**src/rtl/controle_elevador.sv**
```systemverilog
// controle_elevador: 4-floor elevator core (SCAN call service, door timer, occupancy 0..3, display mux toggle).
// Latency: a call lands in pendentes on its sampling edge; the FSM reacts to it one edge later.
// Backpressure: none; calls are level-sampled every cycle and entrar/sair pulses outside the door window are dropped.
module controle_elevador #(
   parameter int TICKS_ANDAR   = 4,
   parameter int TICKS_PORTA   = 3,
   parameter int TICKS_DISPLAY = 8
) (
   input  logic       clk,
   input  logic       reset,
   input  logic [3:0] chamada,
   input  logic       entrar,
   input  logic       sair,
   output logic [1:0] andar,
   output logic       A,
   output logic       B,
   output logic       controle_Mux,
   output logic       porta_aberta,
   output logic       subindo,
   output logic       descendo,
   output logic [3:0] pendentes
);
   localparam int AW = (TICKS_ANDAR   > 1) ? $clog2(TICKS_ANDAR)   : 1;
   localparam int PW = (TICKS_PORTA   > 1) ? $clog2(TICKS_PORTA)   : 1;
   localparam int DW = (TICKS_DISPLAY > 1) ? $clog2(TICKS_DISPLAY) : 1;

   typedef enum logic [1:0] {PARADO, SUBINDO, DESCENDO, PORTA} estado_t;

   estado_t       estado_q;
   logic          dir_q;        // 1 = up, 0 = down
   logic [1:0]    andar_q;
   logic [AW-1:0] viagem_q;
   logic [PW-1:0] porta_q;
   logic [DW-1:0] disp_q;
   logic          mux_q;
   logic [3:0]    pend_q, pend_d;
   logic [1:0]    pessoas_q, pessoas_d;

   logic          fim_viagem, fim_porta, entra_porta;
   logic          acima, abaixo, segue_prox, inverte_prox;
   logic [1:0]    andar_prox, andar_porta;
   logic [3:0]    mask_andar;

   function automatic logic ha_acima(input logic [3:0] p, input logic [1:0] f);
      logic [3:0] m;
      m = 4'b1110 << f;
      return |(p & m);
   endfunction

   function automatic logic ha_abaixo(input logic [3:0] p, input logic [1:0] f);
      logic [3:0] m;
      m = ~(4'b1111 << f);
      return |(p & m);
   endfunction

   // Next floor, door-entry detection and pending-call update (clear beats a same-floor set)
   always_comb begin
      fim_viagem = ((estado_q == SUBINDO) || (estado_q == DESCENDO)) &&
                   (viagem_q == AW'(TICKS_ANDAR - 1));
      fim_porta  = (porta_q == PW'(TICKS_PORTA - 1));
      andar_prox = andar_q;
      if ((estado_q == SUBINDO) && (andar_q != 2'd3))
         andar_prox = andar_q + 2'd1;
      else if ((estado_q == DESCENDO) && (andar_q != 2'd0))
         andar_prox = andar_q - 2'd1;
      acima        = ha_acima(pend_q, andar_q);
      abaixo       = ha_abaixo(pend_q, andar_q);
      segue_prox   = (estado_q == SUBINDO) ? ha_acima(pend_q, andar_prox) : ha_abaixo(pend_q, andar_prox);
      inverte_prox = (estado_q == SUBINDO) ? ha_abaixo(pend_q, andar_prox) : ha_acima(pend_q, andar_prox);
      andar_porta  = (estado_q == PARADO) ? andar_q : andar_prox;
      entra_porta  = ((estado_q == PARADO) && pend_q[andar_q]) || (fim_viagem && pend_q[andar_prox]);
      mask_andar   = 4'b0001 << andar_q;
      pend_d       = pend_q | (chamada & ~((estado_q == PORTA) ? mask_andar : 4'b0000));
      if (entra_porta)
         pend_d = pend_d & ~(4'b0001 << andar_porta);
   end

   // Occupancy changes only while the door is open; simultaneous entrar/sair cancel out
   always_comb begin
      pessoas_d = pessoas_q;
      if (estado_q == PORTA) begin
         if (entrar && !sair && (pessoas_q != 2'd3))
            pessoas_d = pessoas_q + 2'd1;
         else if (sair && !entrar && (pessoas_q != 2'd0))
            pessoas_d = pessoas_q - 2'd1;
      end
   end

   // Car FSM: floor position, direction, travel and door timers
   always_ff @(posedge clk) begin
      if (reset) begin
         estado_q <= PARADO;
         dir_q    <= 1'b1;
         andar_q  <= 2'd0;
         viagem_q <= '0;
         porta_q  <= '0;
      end else begin
         case (estado_q)
            PARADO: begin
               viagem_q <= '0;
               porta_q  <= '0;
               if (pend_q[andar_q]) begin
                  estado_q <= PORTA;
               end else if (acima) begin
                  estado_q <= SUBINDO;
                  dir_q    <= 1'b1;
               end else if (abaixo) begin
                  estado_q <= DESCENDO;
                  dir_q    <= 1'b0;
               end
            end
            SUBINDO, DESCENDO: begin
               porta_q <= '0;
               if (fim_viagem) begin
                  andar_q  <= andar_prox;
                  viagem_q <= '0;
                  if (pend_q[andar_prox]) begin
                     estado_q <= PORTA;
                  end else if (segue_prox) begin
                     estado_q <= estado_q;
                  end else if (inverte_prox) begin
                     estado_q <= (estado_q == SUBINDO) ? DESCENDO : SUBINDO;
                     dir_q    <= (estado_q == SUBINDO) ? 1'b0 : 1'b1;
                  end else begin
                     estado_q <= PARADO;
                  end
               end else begin
                  viagem_q <= viagem_q + 1'b1;
               end
            end
            PORTA: begin
               viagem_q <= '0;
               if (chamada[andar_q]) begin
                  porta_q <= '0;
               end else if (fim_porta) begin
                  porta_q <= '0;
                  if (dir_q && acima) begin
                     estado_q <= SUBINDO;
                  end else if (abaixo) begin
                     estado_q <= DESCENDO;
                     dir_q    <= 1'b0;
                  end else if (acima) begin
                     estado_q <= SUBINDO;
                     dir_q    <= 1'b1;
                  end else begin
                     estado_q <= PARADO;
                  end
               end else begin
                  porta_q <= porta_q + 1'b1;
               end
            end
            default: estado_q <= PARADO;
         endcase
      end
   end

   // Pending calls and occupancy registers
   always_ff @(posedge clk) begin
      if (reset) begin
         pend_q    <= 4'b0000;
         pessoas_q <= 2'd0;
      end else begin
         pend_q    <= pend_d;
         pessoas_q <= pessoas_d;
      end
   end

   // Free-running display multiplex toggle, independent of the car
   always_ff @(posedge clk) begin
      if (reset) begin
         disp_q <= '0;
         mux_q  <= 1'b0;
      end else if (disp_q == DW'(TICKS_DISPLAY - 1)) begin
         disp_q <= '0;
         mux_q  <= ~mux_q;
      end else begin
         disp_q <= disp_q + 1'b1;
      end
   end

   assign andar        = andar_q;
   assign A            = pessoas_q[1];
   assign B            = pessoas_q[0];
   assign controle_Mux = mux_q;
   assign porta_aberta = (estado_q == PORTA);
   assign subindo      = (estado_q == SUBINDO);
   assign descendo     = (estado_q == DESCENDO);
   assign pendentes    = pend_q;
endmodule

```
**config.mk**
```make
export PLATFORM = sky130hd
export DESIGN_NAME = controle_elevador
export DESIGN_NICKNAME = d
export VERILOG_FILES = /design/src/rtl/controle_elevador.sv
export SDC_FILE = /design/constraint.sdc
export NUM_CORES = 1
export LEC_CHECK = 0
export ABC_CLOCK_PERIOD_IN_PS = 3700
export CAP_MARGIN = 25
export CORE_MARGIN = 10
export CORE_UTILIZATION = 55
export DETAILED_ROUTE_END_ITERATION = 10
export PLACE_DENSITY = 0.82
export SLEW_MARGIN = 25
export SYNTH_ARGS = -nofsm -noshare
export SYNTH_HDL_FRONTEND = slang
export SYNTH_SLANG_ARGS = --single-unit
```
**constraint.sdc**
```tcl
create_clock -name clk -period 3.7 [get_ports clk]
set_input_delay 0.74 -clock clk [delete_from_list [all_inputs] [get_ports clk]]
set_output_delay 0.74 -clock clk [all_outputs]
set_load 0.01 [all_outputs]
```
==> run summary <==
R2R depth: 9
initial antenna violation count: 0
Hold Fails Final Rpt: 0
Worst EP required: 2.96 ns
Iter 0 DRT Violations: 76
clock latency on the worst-skew pair: 0.31 ns
Crit path largest cell delay: 0.65 ns
unrepaired setup endpoints after global routing: false
CTS clk-pin slew, worst paths: 0.11 ns
critical path, cell by cell: ha_1 -> clkdlybuf4s50_1
Slew Limit Fails: 0
endpoints failing setup: 0
CTS root buffer: clkbuf_4
Core ar.: 0.00271 mm^2
slowest cell on the critical path: clkdlybuf4s50_1
syn nets: 194
Leak: 0.670 nW
routed vias: 1382
Worst Setup SP: estado_q[0]
number of I/O port buffers: 19
# H-tree levels: 1
number of fill cells in the layout: 236
maximum VDD drop: 0.000313 V
CTS sink count: 19
maxcap violations: 0
sequential area share after synthesis: 0.247
worst setup margin: 0.988 ns
grt ovf: 0
global-route wire length before repair: 6300 um
fin crit period: 2.71 ns
layout cells sized above 1: 0.121
RD Place Congestion: 0.882
CTS buffer count: 3
Hold-fix buffers, CTS: 0
flop-to-flop setup slack: 0.99 ns
Mapped Area: 0.00154 mm^2
clock buffer depth: 2
crit end category: output port
DIE AREA: 0.00531 mm^2
die width: 72.9 um
Area Growth Syn to Fin: 12.8%
initial core utilization: 0.568
status: complete, no violations
Worst Path Arrival: 1.97 ns
io pins: 20
Post-synth EDFFs: 0
Hold Path Depth: 1
via/cell ratio: 6.25
post-CTS repair timing setup buffer count: 0
cell count after synthesis: 174
CP endpoint: porta_aberta
first drt pass iteration count: 4
worst-margin pin slew: 0.707 ns
largest net degree at the start of global routing: 20
Synth warnings: 0
most frequent cells in the layout: dfxtp_1 (19), clkdlybuf4s50_1 (19), nand2_1 (14), nor2_1 (14), a21oi_1 (14)
Place WS: 1.00 ns
Synth area leader: dfxtp_1
vias in the first global route: 1323
Fin Setup TNS: 0 ns
Yosys top cell area share: 0.247
Routed WL: 3710 um
r2r startpoint: estado_q[1]
share of the cycle needed by the critical path after routing: 0.733
Nets: 211
Critical Path Start Type: register
CTS resizes: 0
Site Rows: 19
All-Layer GR Usage: 0.144
FF+latch count, synth: 19
critical-path maximum fanout: 16
Tightest Hold Check Type: register to register
ys async rst share: 0
wire per inst: 16.8 um
unique cell type count in the Yosys netlist: 54
Die Y-Extent: 72.9 um
DPL Wire Length: 2870 um
P per Cell Area: 448 mW/mm^2
DRC violations left: 0
r2r endpoint: dir_q
synth top area cells: dfxtp_1 (25%), ha_1 (9.8%), a21oi_1 (4.6%)
Max Freq: 369 MHz
number of diodes: 0
CTS tree: yes
Final ANT Viol Nets: 0
Synth Area per Inst: 8.84 um^2
normalized max-slew margin: 0.527
dominant register cell in the synthesized netlist: dfxtp_1
critical path class: register to output port
Clock Skews: 0.0141 ns
-- metrics by stage --
| step | cells | instance area [um^2] | hold slack, ns | utilization | total power, W |
|---|---|---|---|---|---|
| 2_1_floorplan | 174 | 1540 | 0.390 | - | 0.000581 |
| 3_3_place_gp | 217 | 1710 | 0.398 | 0.631 | 0.000654 |
| 3_5_place_dp | 217 | 1710 | 0.404 | 0.631 | 0.000672 |
| 4_1_cts | 221 | 1740 | 0.421 | 0.640 | 0.000779 |
| 5_1_grt | 221 | 1740 | 0.446 | 0.640 | 0.000834 |
| 6_report | 221 | 1740 | 0.417 | 0.640 | 0.000778 |
-- cells in the mapped netlist (2+ instances only) --
| master | instances |
|---|---|
| o41ai_1 | 3 |
| clkbuf_1 | 2 |
| nand2_1 | 14 |
| mux4_2 | 2 |
| dfxtp_1 | 19 |
| nor2b_4 | 2 |
| a21oi_1 | 14 |
| mux2i_1 | 4 |
| nor3b_1 | 2 |
| o21ai_1 | 2 |
| ha_1 | 12 |
| nor2b_1 | 5 |
| a21o_1 | 2 |
| buf_6 | 5 |
| a22oi_1 | 3 |
| o32ai_1 | 2 |
| o21ai_0 | 7 |
| o21ai_4 | 2 |
| a221oi_1 | 2 |
| xnor2_1 | 4 |
| or2_2 | 2 |
| nor2_1 | 14 |
| inv_1 | 11 |
| nor3_1 | 4 |
| a211oi_1 | 6 |
-- area by class of cell --
cell class | instances | area, um^2 | share of cell area
multi-input cells | 135 | 1040 | 0.601
flip-flops and latches | 19 | 380 | 0.219
repair buffers | 21 | 205 | 0.118
inverters | 11 | 41.3 | 0.0238
well taps | 31 | 38.8 | 0.0224
clock buffers | 4 | 26.3 | 0.0151
-- kinds of logic after synthesis --
kind of cell,Yosys count,synth area share
adder cells (fa/ha/maj),12,0.0976
AO/OA/AOI/OAI,57,0.289
XOR/XNOR,5,0.0333
flip-flops,19,0.247
AND/OR/NAND/NOR,54,0.196
buffers and inverters,20,0.0748
multiplexers,7,0.0626
-- metal layers --
layer  GRT usage  part of all wire  routed length, um  up-vias
met5           0                 0                  0        -
met4      0.0549             0.022                 80        0
met3      0.0463             0.072                266       10
met2       0.252              0.50               1860       54
met1       0.157              0.41               1500      649
li1            -                 -                  -      669
-- worst max-delay path, delay by kind of cell, from the launching register on --
family     cells  cell delay, ns
fa+ha+maj      1            0.58
flops          1            0.43
buf+inv        1            0.65
-- power breakdown --
| part | internal [W] | switching, W |
|---|---|---|
| Combinational | 0.000192 | 0.000221 |
| Sequential | 0.000230 | 0.0000278 |
| Clock | 0.0000421 | 0.0000656 |
| Total | 0.000463 | 0.000314 |
-- sequential cells by signal (all words and copies together), names as in the netlist --
| signal | cells |
|---|---|
| andar | 2 |
| controle_Mux | 1 |
| dir_q | 1 |
| disp_q | 3 |
| estado_q | 2 |
| pendentes | 4 |
| pessoas_q | 2 |
| porta_q | 2 |
| viagem_q | 2 |
-- worst min-delay path by stage --
stage | start | endpoint | slack [ns]
after floorplan | porta_q[0] | porta_q[0] | 0.39
after global placement | porta_q[0] | porta_q[0] | 0.40
after detailed placement | porta_q[0] | porta_q[0] | 0.40
after CTS | porta_q[0] | porta_q[0] | 0.42
after global routing | porta_q[0] | porta_q[0] | 0.45
final | porta_q[0] | porta_q[0] | 0.42
(Power assumes the default switching activity.)
